File: src/rtl/gf_chi_pkg.sv
// Shared types and constants for the chi-square minimum scheduler.
// Holds the FSM state encoding and the all-ones "no result" chi word.
package gf_chi_pkg;

   typedef enum logic [1:0] {
      ST_IDLE  = 2'd0,
      ST_ACCUM = 2'd1,
      ST_HOLD  = 2'd2
   } chi_state_e;

   // Sliced to the chi width by each user; widths up to 32 bits.
   localparam logic [31:0] CHI_ONES = '1;

endpackage

File: src/rtl/chi_min_reg.sv
// Running-minimum register: keeps the smallest passing chi and its index.
// Strict less-than keeps the earliest index on ties.
module chi_min_reg
   import gf_chi_pkg::*;
#(
   parameter int PARAMETERBITS = 14,
   parameter int IDXBITS       = 8
) (
   input  logic                     clk_i,
   input  logic                     rst_ni,
   input  logic                     en_i,
   input  logic                     init_i,
   input  logic                     pass_i,
   input  logic [PARAMETERBITS-1:0] chi_i,
   input  logic [IDXBITS-1:0]       idx_i,
   output logic                     ce_o,
   output logic [PARAMETERBITS-1:0] chi_o,
   output logic [IDXBITS-1:0]       idx_o,
   output logic                     found_o
);

   localparam logic [PARAMETERBITS-1:0] ONES =
      CHI_ONES[PARAMETERBITS-1:0];

   logic [PARAMETERBITS-1:0] chi_q;
   logic [IDXBITS-1:0]       idx_q;
   logic                     found_q;

   // First word of an event ignores the stale minimum from the last event.
   assign ce_o = en_i & pass_i & (init_i | (chi_i < chi_q));

   always_ff @(posedge clk_i or negedge rst_ni) begin
      if (!rst_ni) begin
         chi_q   <= ONES;
         idx_q   <= '0;
         found_q <= 1'b0;
      end else if (ce_o) begin
         chi_q   <= chi_i;
         idx_q   <= idx_i;
         found_q <= 1'b1;
      end else if (en_i && init_i) begin
         chi_q   <= ONES;
         idx_q   <= '0;
         found_q <= 1'b0;
      end
   end

   assign chi_o   = chi_q;
   assign idx_o   = idx_q;
   assign found_o = found_q;

endmodule

File: src/rtl/chi_sched.sv
// Chi-square minimum scheduler: scans an event's words, reports the best fit.
// FSM, index/pass counters and handshakes; the minimum lives in chi_min_reg.
module chi_sched
   import gf_chi_pkg::*;
#(
   parameter int PARAMETERBITS = 14,
   parameter int IDXBITS       = 8,
   parameter int CHICUT        = (1 << PARAMETERBITS) - 2
) (
   input  logic                     CLOCK,
   input  logic                     RESET_N,
   input  logic                     DIN_VALID,
   input  logic [PARAMETERBITS-1:0] DIN_CHI,
   input  logic                     DIN_LAST,
   output logic                     DIN_READY,
   output logic                     CHI_CE,
   output logic                     DOUT_VALID,
   input  logic                     DOUT_READY,
   output logic [PARAMETERBITS-1:0] DOUT_CHI,
   output logic [IDXBITS-1:0]       DOUT_IDX,
   output logic [IDXBITS-1:0]       DOUT_NPASS,
   output logic                     DOUT_FOUND,
   output logic                     DOUT_OVF
);

   localparam logic [31:0] CUT32 = CHICUT;
   localparam logic [PARAMETERBITS-1:0] CUT = CUT32[PARAMETERBITS-1:0];
   localparam logic [IDXBITS-1:0] IDX_MAX = '1;
   localparam logic [IDXBITS-1:0] IDX_ONE = IDXBITS'(1);

   chi_state_e         state_q, state_d;
   logic [IDXBITS-1:0] idx_q, idx_d;
   logic [IDXBITS-1:0] npass_q, npass_d;
   logic               ovf_q, ovf_d;

   logic accept;
   logic first;
   logic pass;
   logic ce;

   assign DIN_READY  = (state_q != ST_HOLD);
   assign DOUT_VALID = (state_q == ST_HOLD);

   assign accept = DIN_VALID & DIN_READY;
   assign first  = accept & (state_q == ST_IDLE);
   assign pass   = (DIN_CHI <= CUT);

   always_comb begin
      state_d = state_q;
      unique case (state_q)
         ST_IDLE: begin
            if (accept) state_d = DIN_LAST ? ST_HOLD : ST_ACCUM;
         end
         ST_ACCUM: begin
            if (accept && DIN_LAST) state_d = ST_HOLD;
         end
         ST_HOLD: begin
            if (DOUT_READY) state_d = ST_IDLE;
         end
         default: state_d = ST_IDLE;
      endcase
   end

   // idx_d is the index of the word being accepted this cycle.
   always_comb begin
      idx_d   = idx_q;
      npass_d = npass_q;
      ovf_d   = ovf_q;
      if (first) begin
         idx_d   = '0;
         npass_d = pass ? IDX_ONE : '0;
         ovf_d   = 1'b0;
      end else if (accept) begin
         if (idx_q == IDX_MAX) ovf_d = 1'b1;
         else                  idx_d = idx_q + IDX_ONE;
         if (pass && (npass_q != IDX_MAX)) npass_d = npass_q + IDX_ONE;
      end
   end

   always_ff @(posedge CLOCK or negedge RESET_N) begin
      if (!RESET_N) begin
         state_q <= ST_IDLE;
         idx_q   <= '0;
         npass_q <= '0;
         ovf_q   <= 1'b0;
      end else begin
         state_q <= state_d;
         idx_q   <= idx_d;
         npass_q <= npass_d;
         ovf_q   <= ovf_d;
      end
   end

   chi_min_reg #(
      .PARAMETERBITS (PARAMETERBITS),
      .IDXBITS       (IDXBITS)
   ) u_min (
      .clk_i   (CLOCK),
      .rst_ni  (RESET_N),
      .en_i    (accept),
      .init_i  (first),
      .pass_i  (pass),
      .chi_i   (DIN_CHI),
      .idx_i   (idx_d),
      .ce_o    (ce),
      .chi_o   (DOUT_CHI),
      .idx_o   (DOUT_IDX),
      .found_o (DOUT_FOUND)
   );

   // Strobe is held off while reset is asserted even if a word is offered.
   assign CHI_CE     = ce & RESET_N;
   assign DOUT_NPASS = npass_q;
   assign DOUT_OVF   = ovf_q;

endmodule

File: config.mk
export PLATFORM = sky130hd
export DESIGN_NAME = chi_sched
export DESIGN_NICKNAME = d
export VERILOG_FILES = /design/src/rtl/gf_chi_pkg.sv /design/src/rtl/chi_min_reg.sv /design/src/rtl/chi_sched.sv
export SDC_FILE = /design/constraint.sdc
export NUM_CORES = 1
export LEC_CHECK = 0
export BUFFER_PORTS_ARGS = -buffer_cell sky130_fd_sc_hd__buf_4
export CAP_MARGIN = 10
export CORE_UTILIZATION = 48
export DETAILED_ROUTE_END_ITERATION = 6
export PLACE_DENSITY = 0.82
export SLEW_MARGIN = 10
export SYNTH_ARGS = -nofsm -noshare
export SYNTH_HDL_FRONTEND = slang
export SYNTH_SLANG_ARGS = --single-unit
export TNS_END_PERCENT = 50
File: constraint.sdc
create_clock -name CLOCK -period 5.14 [get_ports CLOCK]
set_input_delay 1.028 -clock CLOCK [delete_from_list [all_inputs] [get_ports CLOCK]]
set_output_delay 1.028 -clock CLOCK [all_outputs]
set_load 0.1 [all_outputs]
==> results of run 1 <==
==> metal layers <==
metal  routed length, um  part of all wire  track usage
met5                   0                 0            0
met4                  77             0.016       0.0667
met3                 217             0.046       0.0499
met2                2150              0.46        0.312
met1                2250              0.48        0.280
==> cell families after synthesis <==
family / Yosys count / share of synthesized area
adder cells (fa/ha/maj): 15 / 0.0831
AO/OA/AOI/OAI: 55 / 0.198
XOR/XNOR: 8 / 0.0310
flip-flops: 42 / 0.473
buffers and inverters: 20 / 0.0399
AND/OR/NAND/NOR: 71 / 0.170
multiplexers: 1 / 0.00499
==> layout by cell type (no fill, tap or decap), types with 2 or more instances in the layout <==
cell type   n
nand4_1    10
buf_4      54
dfstp_2    14
and3_1      3
o21ai_0     8
inv_1      16
clkbuf_8    6
nand2_1    13
a22o_1      8
a2bb2oi_2   9
xor2_1      4
xnor2_1     4
o21a_1      2
a2bb2oi_1   3
nand3_1     8
dfrtp_1    28
or3_1       3
nand2b_1    3
ha_1       15
nor3_1      5
nor2_1     16
a21oi_1    14
==> tightest hold or removal path: stages, from the launching register on <==
cell     delay (ns)
dfrtp_1        0.36
nand2_1        0.05
nand2_1        0.06
==> stage by stage <==
stage                     total power, W  std cells  worst slack [ns]  cell area, sq um  utilization
final                            0.00154        322              1.09              2790        0.628
after global routing             0.00161        322             0.938              2790        0.628
after CTS                        0.00155        322              1.08              2790        0.628
after detailed placement         0.00133        314              1.10              2700        0.607
after global placement           0.00131        314              1.15              2700        0.607
after floorplan                  0.00116        212              1.09              2260            -
==> power groups by stage <==
stage	Combinational, W	Clock [W]	Sequential [W]
after global placement	0.000829	0	0.000485
after CTS	0.000845	0.000226	0.000482
after detailed placement	0.000843	0	0.000487
final	0.000841	0.000222	0.000482
after global routing	0.000879	0.000237	0.000493
after floorplan	0.000249	0	0.000911
==> flip-flops by register name (all words and copies together) (netlist names) <==
name	cells
u_min.chi_o	14
DOUT_NPASS	8
idx_q	8
u_min.idx_o	8
state_q	2
DOUT_OVF	1
u_min.found_o	1
==> path summary, 6_finish.rpt <==
| check | start | to | depth (start not counted) |
|---|---|---|---|
| max | DIN_CHI[11] | CHI_CE | 9 |
| min | u_min.found_o | u_min.found_o | 2 |
| max reg2reg | u_min.chi_o[5] | u_min.idx_o[0] | 7 |
| min reg2reg | u_min.found_o | u_min.found_o | 2 |
| max in group asynchronous | RESET_N | u_min.chi_o[4] | 1 |
| min in group asynchronous | RESET_N | DOUT_NPASS[0] | 1 |
==> area by class of cell <==
class	instances	area (sq um)	share of cell area
clock buffers	7	86.3	0.0309
clock inverters	1	5.00	0.00179
inverters	16	60.1	0.0215
multi-input cells	150	1100	0.394
flip-flops and latches	42	1070	0.383
well taps	52	65.1	0.0233
repair buffers	54	405	0.145
==> results.txt, run 1 <==
* Number of antenna cells inserted: 0
- The share of synthesized area in the top cell type comes to 0.310.
- Clock tree synthesis inserted a total of 5 buffers.
- Across all hold checks on the routed design, the worst slack comes to 0.496 ns.
- Entering global routing, the biggest net connects 44 pins.
- For this run, the total global-route usage over all layers was measured as 0.201.
- After detailed routing, the average wire length per cell comes to 14.6 um.
- Violated checks: DRC
- IR drop worst, VDD: 0.471 mV
- Of the total power, the clock network draws 0.144.
* Remaining antenna violation count: 0
- Via-to-Cell Ratio: 5.63
- Part of the Yosys area used for sequential elements: 0.473
- Between clock sinks in the finished design, the worst skew comes to 0.00806 ns.
* Power per unit of standard cell area: 554 nW/um^2
- Actual slew at the worst max-slew pin: 0.973 ns
- Wire length of the first global-routing pass: 7.82 mm
- Counting every sink on the clock net gives 42.
- The slowest stage of the critical path belongs to the cell nor2_2.
- Sum of routed wire length over all layers: 4.69 mm
- In the synthesized netlist, the number of instances is 212.
* Pre-antenna DRT Iters: 6
- Max Slew Vio Count: 0
* Placeable core region: 4440 sq um
- The critical path is of the in -> out type.
- Via count of the first global-routing pass: 1679
- Summed over all nets, the half-perimeter wirelength after detailed placement is 3.45 mm.
- The run finished, with violations left.
- Nets: 303
- Fill cells in the final layout number 389.
* #FFs+latches synth: 42
- The mapped netlist covers 2260 sq um.
* Switching Fraction: 0.524
* Post-synthesis async set-or-reset flop share: 1.00
- Number of hold violations in the final report: 0
- Period utilisation layout: 0.789
- Across the run, the number of max-cap violations was 0.
- The clock tree synthesis step divided the H-tree into 2 levels.
- The signal on the critical path passes through buf_4 -> ha_1 -> a211o_1 -> a21oi_1 -> a2bb2oi_1 -> o21ai_2 -> nor2_2 -> and2_1 -> buf_4.
* Top flip-flop cell by instance count after synthesis: dfrtp_1
* Combinational share of power: 0.544
- Buffers plus inverters on the worst setup path: 2
- Worst skew pair latency: 0.30 ns
- Max stage delay on crit path: 0.33 ns
- Clock-pin slew was measured on the worst setup and hold paths at 0.07 ns.
* Post-CTS setup buffer count: 0
- Setup violations remaining at the end of the flow were counted as 0.
- The number of gates resized after CTS was 0.
- Number of warnings issued by yosys: 0
- Most frequent cell after synthesis: dfrtp_1
- RSZ-0062 raised after global routing: no
* I/O pin count: 54
- Number of library cell types mapped by synthesis: 45
- After the first detailed-routing iteration, the DRC count stood at 111.
* Highest fanout seen on the critical path: 9
* Maximum count of clock buffers along a single path: 2
* Total via count in the routed design: 1813
- Total die area: 4980 sq um
- Class of the tightest hold or removal check: reg -> reg
- Worst R2R Setup Slack: 2.36 ns
* Sum of negative setup slack: 0 ns
- After synthesis, the most frequently instantiated cells are dfrtp_1 (28), inv_1 (16), nor2_1 (16).
- In the final layout, the share of cells above drive strength 1 is 0.344.
* Syn Area/Cell: 10.7 sq um
- Required time at the endpoint of the critical path: 4.11 ns
- Number of flops mapped to enable cells by yosys: 0
- The synthesized design spends more area on one cell type than any other, namely dfrtp_1.
- Initial core utilization: 0.508
- Post-Syn Nets: 246
- Number of placement rows: 24
* Seq pwr share: 0.312
- The most numerous cell type found on the critical path is buf_4.
* Data arrival time of the critical path: 3.03 ns
- DRC violation count after routing: 6
* Biggest area contributors in the synthesized netlist: dfrtp_1 (31%), dfstp_2 (16%), ha_1 (8.3%)
- Antenna violations before repair: 0
- The total overflow left after global routing is 0.
- STA classifies the critical path endpoint as a primary output.
* Area growth, synth to finish: 23.5%
- The root buffer cell chosen for the clock tree is clkbuf_8.
- Leakage: 1.37 nW
- At the end of routability-driven placement, the weighted congestion stood at 0.854.
* Sw Pwr: 0.000809 W
* Critical path startpoint category: input pin
- Rel. slew slack: 0.351
- Internal power of the cells: 0.000736 W
- After clock tree synthesis, the flow added hold-fix buffers numbering 0.
- For the finished layout, the period the worst path requires is 4.05 ns.
- Die Y-Extent: 70.6 um
- The cell family contributing the most delay on the critical path is compound AO/OA/AOI/OAI gates.
* Port bufs: 53
* Maximum clock frequency: 247 MHz
- CTS tree: yes
- Overall die width: 70.6 um
Power figures use the tool's default switching activity.
==> run 2, diff against run 1 <==
PLACE_DENSITY = 0.85   (was 0.82)
clock period = 3.3 ns   (was 5.14 ns; I/O delays follow)
==> results.txt, run 2 (synthesis results as in run 1) <==
* Worst skew pair latency: 0.30 ns (about the same)
- The remaining global-route overflow was 0 (unchanged).
- The peak supply drop was 0.475 mV (+0.75%).
- Highest fanout seen on the critical path: 4 (-5)
- By startpoint and endpoint, the worst setup path is classified as reg -> out.
* Ordered cell list for the critical path: inv_1 -> ha_1 -> a211o_1 -> a21oi_1 -> a2bb2oi_1 -> o21ai_2 -> nor2_2 -> and2_4 -> buf_6
- Via-to-Cell Ratio: 5.64 (+0.10%)
* Sum of negative setup slack: 0 ns (unchanged)
- The worst path in the final design needs a cycle of 3.13 ns, including I/O delays and setup.
* Port bufs: 53 (unchanged)
- The worst setup path is launched from a register.
* Actual slew at the worst max-slew pin: 0.611 ns (-0.362 ns)
* Leading cell types in the layout, fill and taps excluded: buf_4 (58), dfrtp_1 (28), inv_1 (16), nor2_1 (16), ha_1 (15)
- The number of remaining DRC errors was 6 (unchanged).
- Clk network pwr share: 0.134 (-0.010)
* Rel. slew slack: 0.589 (+0.238)
* Via count of the first global-routing pass: 1876 (+12%)
- The flip-flop count of the largest register, all copies and words added is 14 (unchanged).
* Slowest stage cell on the critical path: dfstp_2
- The clock-pin slew of the registers on the worst-case setup and hold paths was 0.08 ns (about the same).
* Power per unit of standard cell area: 849 nW/um^2 (+53%)
- The number of antenna violations at the first check in global routing is 0 (unchanged).
- Max Slew Vio Count: 0 (unchanged)
- Leakage: 1.39 nW (+1.8%)
- The fraction of final layout cells with drive strength greater than 1 came to 0.360 (+0.0156).
- The post-detailed-routing wire length came to 4.91 mm (+4.6%).
- Type of destination of the critical path: primary output
- The buffering stage count on the worst path with inverters included came to 2 (unchanged).
- The total setup violations reported at the end of the flow is 0 (unchanged).
* Final GP Congestion: 0.848 (-0.68%)
* Clk root buf: clkbuf_8
- The fraction of power spent switching nets is 0.526 (+0.00259).
* Sw Pwr: 0.00126 W (+56%)
- The total routing resource utilization after global routing was 0.229 (+0.0274).
- Maximum clock frequency: 319 MHz
* Class of the tightest hold or removal check: in -> async
* Seq pwr share: 0.313 (about the same)
* Number of hold violations in the final report: 0 (unchanged)
* Combinational share of power: 0.553 (+0.009)
- Broken down by cell family, the worst path's largest delay share belongs to compound AO/OA/AOI/OAI gates.
- Placeable core region: 4440 sq um (unchanged)
- The total design power came to 0.00240 W (+55%).
- The clock skew after layout was 0.00889 ns (+0.000822 ns).
* Wire length of the first global-routing pass: 8.78 mm (+12%)
- RSZ-0062 raised after global routing: no
- The required arrival time at the worst endpoint came to 2.64 ns (-1.47 ns).
- Period utilisation layout: 0.949
- The first-pass iteration count of the detailed router came to 6 (unchanged).
* Initial core utilization: 0.508 (unchanged)
- The number of DRC markers in iteration 0 was 127 (+14%).
- Number of violations of the max-capacitance limit: 0 (unchanged)
- Max stage delay on crit path: 0.54 ns (+0.21 ns)
- The internal power component came to 0.00114 W (+54%).
- The maximum number of pins on one net before global-route repair is 43 (-2.3%).
- The I/O pin total came to 54 (unchanged).
- The worst register-to-register path begins at u_min.chi_o[5].
- Crit. Startpoint: u_min.chi_o[11]
- Number of antenna cells inserted: 0 (unchanged)
- Maximum count of clock buffers along a single path: 2 (unchanged)
- The total number of placement rows was 24 (unchanged).
* Violated checks: DRC
- Total via count in the routed design: 1843 (+1.7%)
* Routed len/inst: 15.0 um (+3.0%)
* Total die area: 4980 sq um (unchanged)
* Nets: 308 (+1.7%)
* Detailed placer's ending HPWL: 3.73 mm (+8.1%)
* Data arrival time of the critical path: 2.47 ns (-0.56 ns)
- Leading cell type in the layout, fill and taps excluded: buf_4
- The CTS buffer count came to 5 (unchanged).
* Deepest level of the CTS H-tree: 2 (unchanged)
* Remaining antenna violation count: 0 (unchanged)
* Sink Count: 42 (unchanged)
- Post-CTS setup buffer count: 0 (unchanged)
- Die Y-Extent: 70.6 um (unchanged)
- The area growth from synthesis to layout is 25.1%.
- CTS tree: yes
- Outcome: finished with violations
- The die boundary width is 70.6 um (unchanged).
[run 2: changes by cell type in the layout (fill, tap and decap cells not counted)]
| cell | previous run | this run |
|---|---|---|
| and2_1 | 1 | 0 |
| and2_4 | 0 | 1 |
| buf_4 | 54 | 58 |
| buf_6 | 0 | 1 |
| clkbuf_8 | 6 | 5 |
| clkinv_2 | 1 | 2 |
[run 2: cell type report]
class | count | area (sq um)
repair buffers | 59 | 447
flip-flops and latches | 42 | 1070
clock buffers | 6 | 72.6
clock inverters | 2 | 10.0
multi-input cells | 150 | 1100
well taps | 52 | 65.1
fillers | 366 | 1620
inverters | 16 | 60.1
[run 2: per-layer routing]
layer,GRT usage,vias to the layer above,share of wire
li1,-,905,-
met1,0.308,883,0.46
met2,0.369,47,0.48
met3,0.0484,8,0.039
met4,0.0822,0,0.018
met5,0,-,0
[run 2: worst register-to-register path, stage by stage (launching register included)]
cell and delay, ns:
dfstp_2 0.54, inv_1 0.06, ha_1 0.31, nand4_1 0.10, o221a_2 0.30, o311ai_1 0.32
o21a_1 0.40, buf_4 0.23, a22o_1 0.14
[run 2: final timing paths]
kind	to	slack, ns	cells past startpoint
setup / recovery	CHI_CE	0.17	9
hold / removal	u_min.idx_o[2]	0.43	2
setup reg to reg	u_min.idx_o[0]	0.84	8
hold reg to reg	u_min.found_o	0.48	2
max in group asynchronous	u_min.chi_o[9]	2.49	2
min in group CLOCK	u_min.found_o	0.48	2
[run 2: metrics by stage]
step	util	hold WS [ns]	setup WS, ns	std cells	area, sq um
3_5_place_dp	0.616	0.469	0.230	319	2740
5_1_grt	0.636	0.467	0.0277	327	2830
3_3_place_gp	0.616	0.460	0.266	319	2740
4_1_cts	0.635	0.451	0.112	327	2820
2_1_floorplan	-	0.364	0.0720	212	2260
6_report	0.636	0.432	0.167	327	2830
[run 2: repair_timing]
item,4_1_cts,5_1_grt
resized for setup,0,1
setup endpoints to repair,0,1
hold buffers,0,0
[run 2: power by group through the flow]
| stage | sequential (W) | combinational, W | clock [W] |
|---|---|---|---|
| finish | 0.000751 | 0.00133 | 0.000321 |
| global route | 0.000768 | 0.00139 | 0.000357 |
| global placement | 0.000755 | 0.00131 | 0 |
| CTS | 0.000751 | 0.00133 | 0.000329 |
| detailed placement | 0.000758 | 0.00133 | 0 |
| floorplan | 0.00142 | 0.000389 | 0 |
==> run 3, diff against run 2 <==
CTS_CLUSTER_SIZE = 30   (was not set)
PLACE_DENSITY = 0.82   (was 0.85)
clock period = 3.7 ns   (was 3.3 ns; I/O delays follow)
==> results.txt, run 3 (synthesis results as in run 1) <==
* Outcome: finished with violations
- The checks that failed: DRC.
- The static leakage came to 1.39 nW (-0.41%).
* Rel. slew slack: 0.616 (+0.0265)
- Power per unit of standard cell area: 782 nW/um^2 (-7.9%)
* Data arrival time of the critical path: 2.55 ns (+0.08 ns)
- Setup repair after global routing left no endpoint under its margin.
- The starting utilization of the core area is 0.508 (unchanged).
- Number of antenna cells inserted: 0 (unchanged)
* CTS-repair resized insts: 0 (unchanged)
* Total via count in the routed design: 1792 (-2.8%)
- The fraction of final layout cells with drive strength greater than 1 came to 0.355 (-0.00469).
- Gr usage total: 0.215 (-0.0137)
- The number of buffers inserted for hold repair after clock tree synthesis is 0 (unchanged).
- The area enclosed by the die boundary came to 4980 sq um (unchanged).
- The detailed-placement wirelength estimate came to 3.65 mm (-2.0%).
- The first-pass GRT wire length came to 8.24 mm (-6.1%).
- The endpoint identified for the worst register-to-register timing path is u_min.chi_o[4].
- The total number of placement rows is 24 (unchanged).
- Required time at the endpoint of the critical path: 2.96 ns (+0.32 ns)
- The maximum number of pins on one net before global-route repair was 43 (unchanged).
* I/O pin count: 54 (unchanged)
* Critical path startpoint category: register
- Static timing analysis puts the maximum clock frequency at 304 MHz.
* Clock transition time at the flip-flop clock pins of the worst setup and hold paths: 0.08 ns (about the same)
- The floorplan core area was 4440 sq um (unchanged).
* Actual slew at the worst max-slew pin: 0.571 ns (-0.0393 ns)
- IR drop worst, VDD: 0.577 mV (+22%)
* GRT overflow: 0 (unchanged)
* Worst reg-to-reg path cell count: 8 (unchanged)
* Startpoint of the worst-slack reg-to-reg timing path: u_min.chi_o[5]
- Post-CTS setup buffer count: 0 (unchanged)
- Crit. Startpoint: u_min.chi_o[11]
* Critical Path Sink: CHI_CE
* Deepest level of the CTS H-tree: 2 (unchanged)
- Sum of routed wire length over all layers: 4.92 mm (+0.22%)
- Finish-stage setup viols: 0 (unchanged)
* Overall die width: 70.6 um (unchanged)
- Pre-antenna DRT Iters: 6 (unchanged)
- Compared with the post-synthesis result, the final layout area differs by 25.4%.
* Nets: 306 (-0.65%)
* Period minus WS final: 3.29 ns
* Type of destination of the critical path: primary output
- The number of remaining DRC errors is 8 (+2).
- In the finished design, the share of the clock period the worst path needs comes to 0.890.
- The count of pins over their slew limit came to 0 (unchanged).
- CTS placed an instance of clkbuf_8 at the clock tree root.
- The final-layout worst hold slack was 0.491 ns (+0.0583 ns).
* Port bufs: 53 (unchanged)
- The top cell types in the final layout, fill and taps aside, are buf_4 (57), dfrtp_1 (28), inv_1 (16), nor2_1 (16), ha_1 (15).
- Beginning of the worst hold path: u_min.found_o
* Routed len/inst: 15.1 um (+0.84%)
- 1st-iter DRT viols: 110 (-13%)
- Maximum count of clock buffers along a single path: 2 (unchanged)
- The height of the die is 70.6 um (unchanged).
- Worst setup slack after layout: 0.408 ns (+0.241 ns)
* CTS tree: yes
- Highest fanout seen on the critical path: 4 (unchanged)
- Number of violations of the max-capacitance limit: 0 (unchanged)
- Worst R2R Setup Slack: 1.13 ns (+0.29 ns)
* Leading cell type in the layout, fill and taps excluded: buf_4
* Number of hold violations in the final report: 0 (unchanged)
- Flip-flop count of the largest register after layout: 14 (unchanged)
- Via count of the first global-routing pass: 1791 (-4.5%)
- The critical path is of the reg -> out type.
- Worst skew pair latency: 0.30 ns (about the same)
* Antenna violations before repair: 0 (unchanged)
- The clock skew after layout is 0.00770 ns (-0.00119 ns).
- The post-place setup slack was 0.442 ns (+0.212 ns).
* Sum of negative setup slack: 0 ns (unchanged)
- Final GP Congestion: 0.806 (-5.0%)
* Via-to-Cell Ratio: 5.51 (-2.2%)
* Total clock buffers created by CTS: 5 (unchanged)
* Remaining antenna violation count: 0 (unchanged)
- Sink Count: 42 (unchanged)
- Class of the tightest hold or removal check: reg -> reg
-- run 3: cell types whose count changed in the layout (fill, tap and decap cells not counted), sizes merged --
cell,delta
buf,-2
clkinvlp,+1
clkinv,-2
bufinv,+1
-- run 3: final cells by class --
cell class	count	area (sq um)
fillers	378	1610
repair buffers	57	428
clock buffers	6	72.6
inverters	16	60.1
clock inverters	2	37.5
multi-input cells	150	1100
well taps	52	65.1
flip-flops and latches	42	1070
-- run 3: metrics by stage --
stage	utilization	power, W	instance area (sq um)	cells
finish	0.637	0.00221	2830	325
global route	0.637	0.00231	2830	325
CTS	0.637	0.00222	2830	325
detailed placement	0.613	0.00186	2720	317
global placement	0.613	0.00184	2720	317
floorplan	-	0.00161	2260	212
-- run 3: critical path, cell delays in order (launching register included) --
cell and delay [ns]:
dfstp_2 0.54, inv_1 0.06, ha_1 0.29, a211o_1 0.26
a21oi_1 0.19, a2bb2oi_1 0.23, o21ai_2 0.12, nor2_2 0.12
and2_2 0.17, buf_4 0.29
-- run 3: power by group --
group | total (W) | leakage, nW | internal (W) | switching, W
clock | 0.000365 | 0.0514 | 0.000201 | 0.000163
combinational | 0.00118 | 0.811 | 0.000290 | 0.000889
sequential | 0.000670 | 0.522 | 0.000588 | 0.0000818
-- run 3: how the worst min path moves through the flow --
stage	end	slack, ns	depth (start not counted)
after global placement	u_min.found_o	0.46	2
after floorplan	DOUT_NPASS[0]	0.44	0
after CTS	u_min.found_o	0.49	2
after global routing	u_min.chi_o[10]	0.51	2
after detailed placement	u_min.found_o	0.47	2
final	u_min.found_o	0.49	2
-- run 3: layer usage --
metal	vias to the layer above	global-route usage	part of all wire	wire [um]
met5	-	0	0	0
met4	0	0.0800	0.017	84
met3	9	0.0484	0.053	260
met2	45	0.343	0.45	2220
met1	842	0.290	0.48	2350
li1	896	-	-	-
